==> src/rtl/counter_min_hour.sv <==
// counter_min_hour: minutes/hours stage of the clock datapath.
// Counts minutes 0-59 and hours from the seconds carry, supports a
// level-sensitive parallel load, and pulses carry_day at midnight.
// Build option: define COUNTER_12H_EN for 12-hour mode (hours 1-12 with
// a pm flag, reset to 12:00 AM). Undefined gives 24-hour mode (hours
// 0-23, pm tied low, data_pm unused). The port list is the same either way.
module counter_min_hour (
  input  logic       clock,
  input  logic       reset_min,
  input  logic       carry_sec,
  input  logic       load_min,
  input  logic [5:0] data_min,
  input  logic [4:0] data_hour,
  input  logic       data_pm,
  output logic [5:0] count_min,
  output logic [4:0] count_hour,
  output logic       pm,
  output logic       carry_day
);

  localparam logic [5:0] MIN_LAST  = 6'd59;
`ifdef COUNTER_12H_EN
  localparam logic [4:0] HOUR_RST  = 5'd12;
  localparam logic [4:0] HOUR_LAST = 5'd12;
`else
  localparam logic [4:0] HOUR_RST  = 5'd0;
  localparam logic [4:0] HOUR_LAST = 5'd23;
`endif

  logic       carry_q,  carry_d;
  logic [5:0] min_q,    min_d;
  logic [4:0] hour_q,   hour_d;
  logic       pm_q,     pm_d;
  logic       day_q,    day_d;
  logic       tick;

`ifndef COUNTER_12H_EN
  // The pm input has no meaning in 24-hour mode.
  logic unused_data_pm;
  assign unused_data_pm = data_pm;
`endif

  // A carry held high for several cycles yields exactly one tick.
  assign tick = carry_sec & ~carry_q;

  // Next-state: load beats tick, tick advances minutes and rolls hours.
  always_comb begin
    // NOTE: every variable gets a default first so no path can infer a latch.
    carry_d = carry_sec;
    min_d   = min_q;
    hour_d  = hour_q;
    pm_d    = pm_q;
    day_d   = 1'b0;

    if (load_min) begin
      // Ticks arriving during a load are dropped; carry_q still tracks.
      min_d = (data_min > MIN_LAST) ? MIN_LAST : data_min;
`ifdef COUNTER_12H_EN
      hour_d = (data_hour == 5'd0 || data_hour > HOUR_LAST) ? HOUR_LAST : data_hour;
      pm_d   = data_pm;
`else
      hour_d = (data_hour > HOUR_LAST) ? HOUR_LAST : data_hour;
      pm_d   = 1'b0;
`endif
    end else if (tick) begin
      if (min_q != MIN_LAST) begin
        min_d = min_q + 6'd1;
      end else begin
        min_d = 6'd0;
`ifdef COUNTER_12H_EN
        // 12 wraps to 1; crossing 11 -> 12 flips AM/PM, and PM -> AM is midnight.
        hour_d = (hour_q == HOUR_LAST) ? 5'd1 : hour_q + 5'd1;
        if (hour_q == 5'd11) begin
          pm_d  = ~pm_q;
          day_d = pm_q;
        end
`else
        if (hour_q == HOUR_LAST) begin
          hour_d = 5'd0;
          day_d  = 1'b1;
        end else begin
          hour_d = hour_q + 5'd1;
        end
`endif
      end
    end
  end

  // State register with synchronous reset; carry_q resets high so a carry
  // already asserted at reset release does not count as a rising edge.
  always_ff @(posedge clock) begin
    // NOTE: sequential state uses non-blocking assignments so all registers
    // update together from the values seen before the edge.
    if (reset_min) begin
      carry_q <= 1'b1;
      min_q   <= 6'd0;
      hour_q  <= HOUR_RST;
      pm_q    <= 1'b0;
      day_q   <= 1'b0;
    end else begin
      carry_q <= carry_d;
      min_q   <= min_d;
      hour_q  <= hour_d;
      pm_q    <= pm_d;
      day_q   <= day_d;
    end
  end

  assign count_min  = min_q;
  assign count_hour = hour_q;
  assign pm         = pm_q;
  assign carry_day  = day_q;

endmodule

==> config.mk <==
export PLATFORM = sky130hd
export DESIGN_NAME = counter_min_hour
export DESIGN_NICKNAME = d
export VERILOG_FILES = /design/src/rtl/counter_min_hour.sv
export SDC_FILE = /design/constraint.sdc
export NUM_CORES = 1
export LEC_CHECK = 0
export CORE_MARGIN = 1.5
export CORE_UTILIZATION = 43
export CTS_CLUSTER_SIZE = 25
export DETAILED_ROUTE_END_ITERATION = 16
export GPL_TIMING_DRIVEN = 0
export PLACE_DENSITY = 0.76
export REMOVE_ABC_BUFFERS = 1
export SLEW_MARGIN = 25
export SYNTH_ARGS = -nofsm -noshare
export SYNTH_HDL_FRONTEND = slang
export SYNTH_SLANG_ARGS = --single-unit
export TNS_END_PERCENT = 20
==> constraint.sdc <==
create_clock -name clock -period 1.71 [get_ports clock]
set_input_delay 0.171 -clock clock [delete_from_list [all_inputs] [get_ports clock]]
set_output_delay 0.171 -clock clock [all_outputs]
set_load 0.05 [all_outputs]
# Yosys cells after proc, flatten, opt, wreduce, memory -nomap -nowiden
# Cells that the tools add are included.
dict set report word_totals {
  register_bits 13
  out_inout_bits 13
  wordCells 27
}
dict set report classes {
  addsub 2
  n_lt_le_gt_ge 2
  eq_ne 3
  mux 10
  bitwise_logic 3
  n_reduce_logical 3
}
# op count
set ops {}
lappend ops {{$mux 5} 5}
lappend ops {{$mux 6} 4}
lappend ops {{$add 6x1->6 const B} 1}
lappend ops {{$gt 6x6->1 const B} 1}
lappend ops {{$ne 6x6->1 const B} 1}
lappend ops {{$add 5x1->5 const B} 1}
lappend ops {{$eq 5x5->1 const B} 1}
lappend ops {{$gt 5x5->1 const B} 1}
lappend ops {{$reduce_or 4->1} 1}
lappend ops {{$ne 2x2->1 const B} 1}
lappend ops {{$not 1->1} 2}
lappend ops {{$reduce_and 2->1} 1}
lappend ops {{$reduce_bool 2->1} 1}
lappend ops {{$and 1x1->1} 1}
lappend ops {{$mux 1} 1}

# Logic depth before layout (Yosys ltp)
dict set report depth {
  depth_word 5
  depth_mapped 5
}

# Worst setup path before layout
# Ideal clock, no wire load.
dict set report synth_timing {
  kind {flip-flop to flip-flop}
  start {register min_q[0] (netlist: count_min[0])}
  end {register min_q[2] (netlist: count_min[2])}
  setup_ps 86
  arrival_time_ps 1636
  required_time_ps 1624
  path_slack_ps -13
  path_stages_with_launch 5
  period_less_slack_ps 1723
  cell_sequence {dfxtp_1 ha_1 nand2_1 or3_1 a221oi_2}
}
dict set report synth_between {
  elab_chain_len 4
  elab_cells_between_ends 5
  cone_classes {add/sub: 1; eq/ne: 1; mux: 3}
}
# item line_no
set synth_lines {}
lappend synth_lines {{start, declared} 31} ;# logic [5:0] min_q, min_d;
lappend synth_lines {{start signal, assigned} 102} ;# min_q <= min_d;
lappend synth_lines {{$add 6x1->6 / $ne 6x6->1 (equally long branches)} {67, 66}}
lappend synth_lines {{$mux 6 *} 66} ;# if (min_q != MIN_LAST) begin
lappend synth_lines {{$mux 6 *} 65} ;# end else if (tick) begin
lappend synth_lines {{$mux 6 *} 55} ;# if (load_min) begin
# Every way passes the cells marked *; elsewhere a longest branch is shown, timed or not. The select of a mux whose other input is x is not followed.
# A chain may end at the register's enable or synchronous reset.

# Final worst setup path
dict set report layout_timing {
  start {register hour_q[4] (netlist: count_hour[4])}
  end {output port count_hour[4]}
}
# item line_no
set layout_lines {}
lappend layout_lines {{start, declared} 32} ;# logic [4:0] hour_q, hour_d;
lappend layout_lines {{start signal, assigned} 103} ;# hour_q <= hour_d;
lappend layout_lines {{end, declared} 16} ;# output logic [4:0] count_hour,
# No word-level cell between the ends.

==> out/metrics.cfg <==
[layout]
design_area_um2=1110
layout-drive-gt1-share_pct=9.68
layoutNonFillerInstCount=149
antenna_cells=0
nets=143
syn_to_final_growth_pct=37.3

[synth]
synthDistinctLibCells=41
avgSynthCellArea_um2=8.22
synth_fa_ha_area_share_pct=3.11
yosys_warnings=0
muxShareOfSynthArea_pct=0
synth_area_leaders=dfxtp_1 32%, nand2_1 4.2%, nor2_1 4.2%, o21ai_0 3.7%, a221oi_2 3.7%
yosysSeqAreaShare_pct=32.3
synth_cells=98
synth_top_family_by_area=simple AND/OR/NAND/NOR gates
synth_common_cells=13 x dfxtp_1, 9 x nand2_1, 9 x nor2_1, 6 x o21ai_0
ys_ff_latch=13
synth_compound_area_share_pct=28.6
synthXorXnorAreaFrac_pct=1.09
ys.flop_type=dfxtp_1
synth-simple-area-share_pct=29.5
async_flop_share_pct=0
synth.largest_area_cell=dfxtp_1
synth_area_um2=806
synth.most_common_cell=dfxtp_1
yosysTopAreaCellShare_pct=32.3
synth_edf_count=0

[route]
viasPerCell=5.36
wl_per_cell_um=12.3
drt_iter0_drc=16
num_vias=799
postRouteAntennaNets=0
drcViolationCount=0
drt-total-wl_um=1830
drt-pass1-iter-count=3

[power]
power.density_nw_per_um2=683
leakagePower_uw=0.000470
ir_drop_v=0.000367

[setup_path]
cpLargestDelayFamily=buffers and inverters
path_class=reg2out
reg2reg_depth=5
r2r_start=count_hour[0]
path_buf_inv=1
endpoint_kind=output pin
crit_arrival_ns=1.48
crit_start=count_hour[4]
slowest_stage=clkdlybuf4s50_1
start_kind=flip-flop
path_depth=1
crit_fanout=5
worstPathRequired_ns=1.54
max_stage_delay_ns=0.82
path_cells=clkdlybuf4s50_1

[placement]
numPortBuffers=26
placedCellCount=145
place_hpwl_um=1320
gp_congestion=0.779
postPlaceCellArea_um2=1080

[die]
die_w_um=46.3
core_area_um2=1750
fp-row-count=15
initial_core_util_pct=46.2
die_area_um2=2140
die_height_um=46.3
io-pin-count=29

[clock_network]
htreeDepth=1
clk_pin_slew_ns=0.08
cts_made_buffers=3
root_buffer=clkbuf_4
cts_tree=built
clk_path_buf_depth=2
cts.sinks=13
insertion_delay_ns=0.27
cts_setup_buffers=0

[timing]
period_needed_ns=1.65
setup_viol_count_final=0
clock.fmax_mhz=606
slew_headroom_pct=41.9
tns_ns=0
slew_viol_final=0
min_period_over_period_pct=96.5
fin_worst_hold_slack_ns=0.480
fin_skew_ns=0.00217
tightest_slew_ns=0.870
rsz0062_at_grt=false
finalHoldViolations=0

[grt]
grt_pass1_wl_um=3140
grt_max_degree=26
antenna_found_initial=0
grt_overflow=0
grt_pass1_vias=721
track_usage_pct=20.2

[status]
outcome=finished, final reports clean

[hold_path]
hold_class=in2reg
hold_start=data_min[3]
hold_depth=3

[job]
max_cap_violations=0

## power breakdown
group | total (µW) | switching (µW) | leakage (µW) | internal [µW]
combinational | 218 | 128 | 0.000348 | 89.7
clock | 190 | 99.2 | 0.0000150 | 90.3
sequential | 347 | 25.6 | 0.000108 | 322
total | 755 | 253 | 0.000470 | 502
## kinds of logic (layout without fill, tap and decap cells)
logic type               count (synthesis)  in the layout
XOR/XNOR                                 1              1
AND/OR/NAND/NOR                         43             43
other                                    1              1
buffers and inverters                    9             35
adder cells (fa/ha/maj)                  2              2
AO/OA/AOI/OAI                           29             29
flip-flops                              13             13
## metrics by stage
| step | utilization, % | worst slack (ns) | total power [µW] |
|---|---|---|---|
| 2_1_floorplan | - | -0.0128 | 484 |
| 3_3_place_gp | 61.6 | -0.183 | 577 |
| 3_5_place_dp | 61.6 | -0.190 | 580 |
| 4_1_cts | 62.8 | 0.00248 | 767 |
| 5_1_grt | 63.4 | 0.00863 | 801 |
| 6_report | 63.4 | 0.0591 | 755 |
## metal layers
| layer | track usage [%] | share of wire [%] | vias up |
|---|---|---|---|
| met5 | 0 | 0 | - |
| met4 | 8.57 | 0.76 | 0 |
| met3 | 2.35 | 4.3 | 2 |
| met2 | 33.1 | 48 | 21 |
| met1 | 26.7 | 47 | 363 |
| li1 | - | - | 413 |
## path summary, 6_finish.rpt
check / endpoint / slack (ns)
min reg2reg: count_hour[4] / 0.50
max: count_hour[4] / 0.06
max reg2reg: count_hour[3] / 0.23
min: count_min[3] / 0.48
## repair_timing
item                       CTS  global route
pin swaps                    0             0
setup endpoints to repair    5             6
hold buffers                 0             0
gates resized for setup      5             4
## state kept, by name (all words and copies together) (netlist names)
name / count
count_min: 6
count_hour: 5
carry_q: 1
carry_day: 1
## final cells by class
cell class                      instances  area, µm²
Timing Repair Buffer                   26        264
Tap cell                               25       31.3
Multi-Input combinational cell         76        505
Fill cell                             170        639
Sequential cell                        13        260
Clock buffer                            4       26.3
Inverter                                5       18.8
## cells in the final DEF (no fill, tap or decap), types with 3 or more instances in the layout
cell type and n:
clkdlybuf4s50_1 17, dfxtp_1 13, nand2_1 9, nor2_1 9, o21ai_0 6, nand3_1 5, inv_1 5, dlygate4sd2_1 5
a21oi_1 4, nor3_1 4, dlymetal6s2s_1 4, clkbuf_4 3
Note: power is estimated with default switching activity, not from simulation.
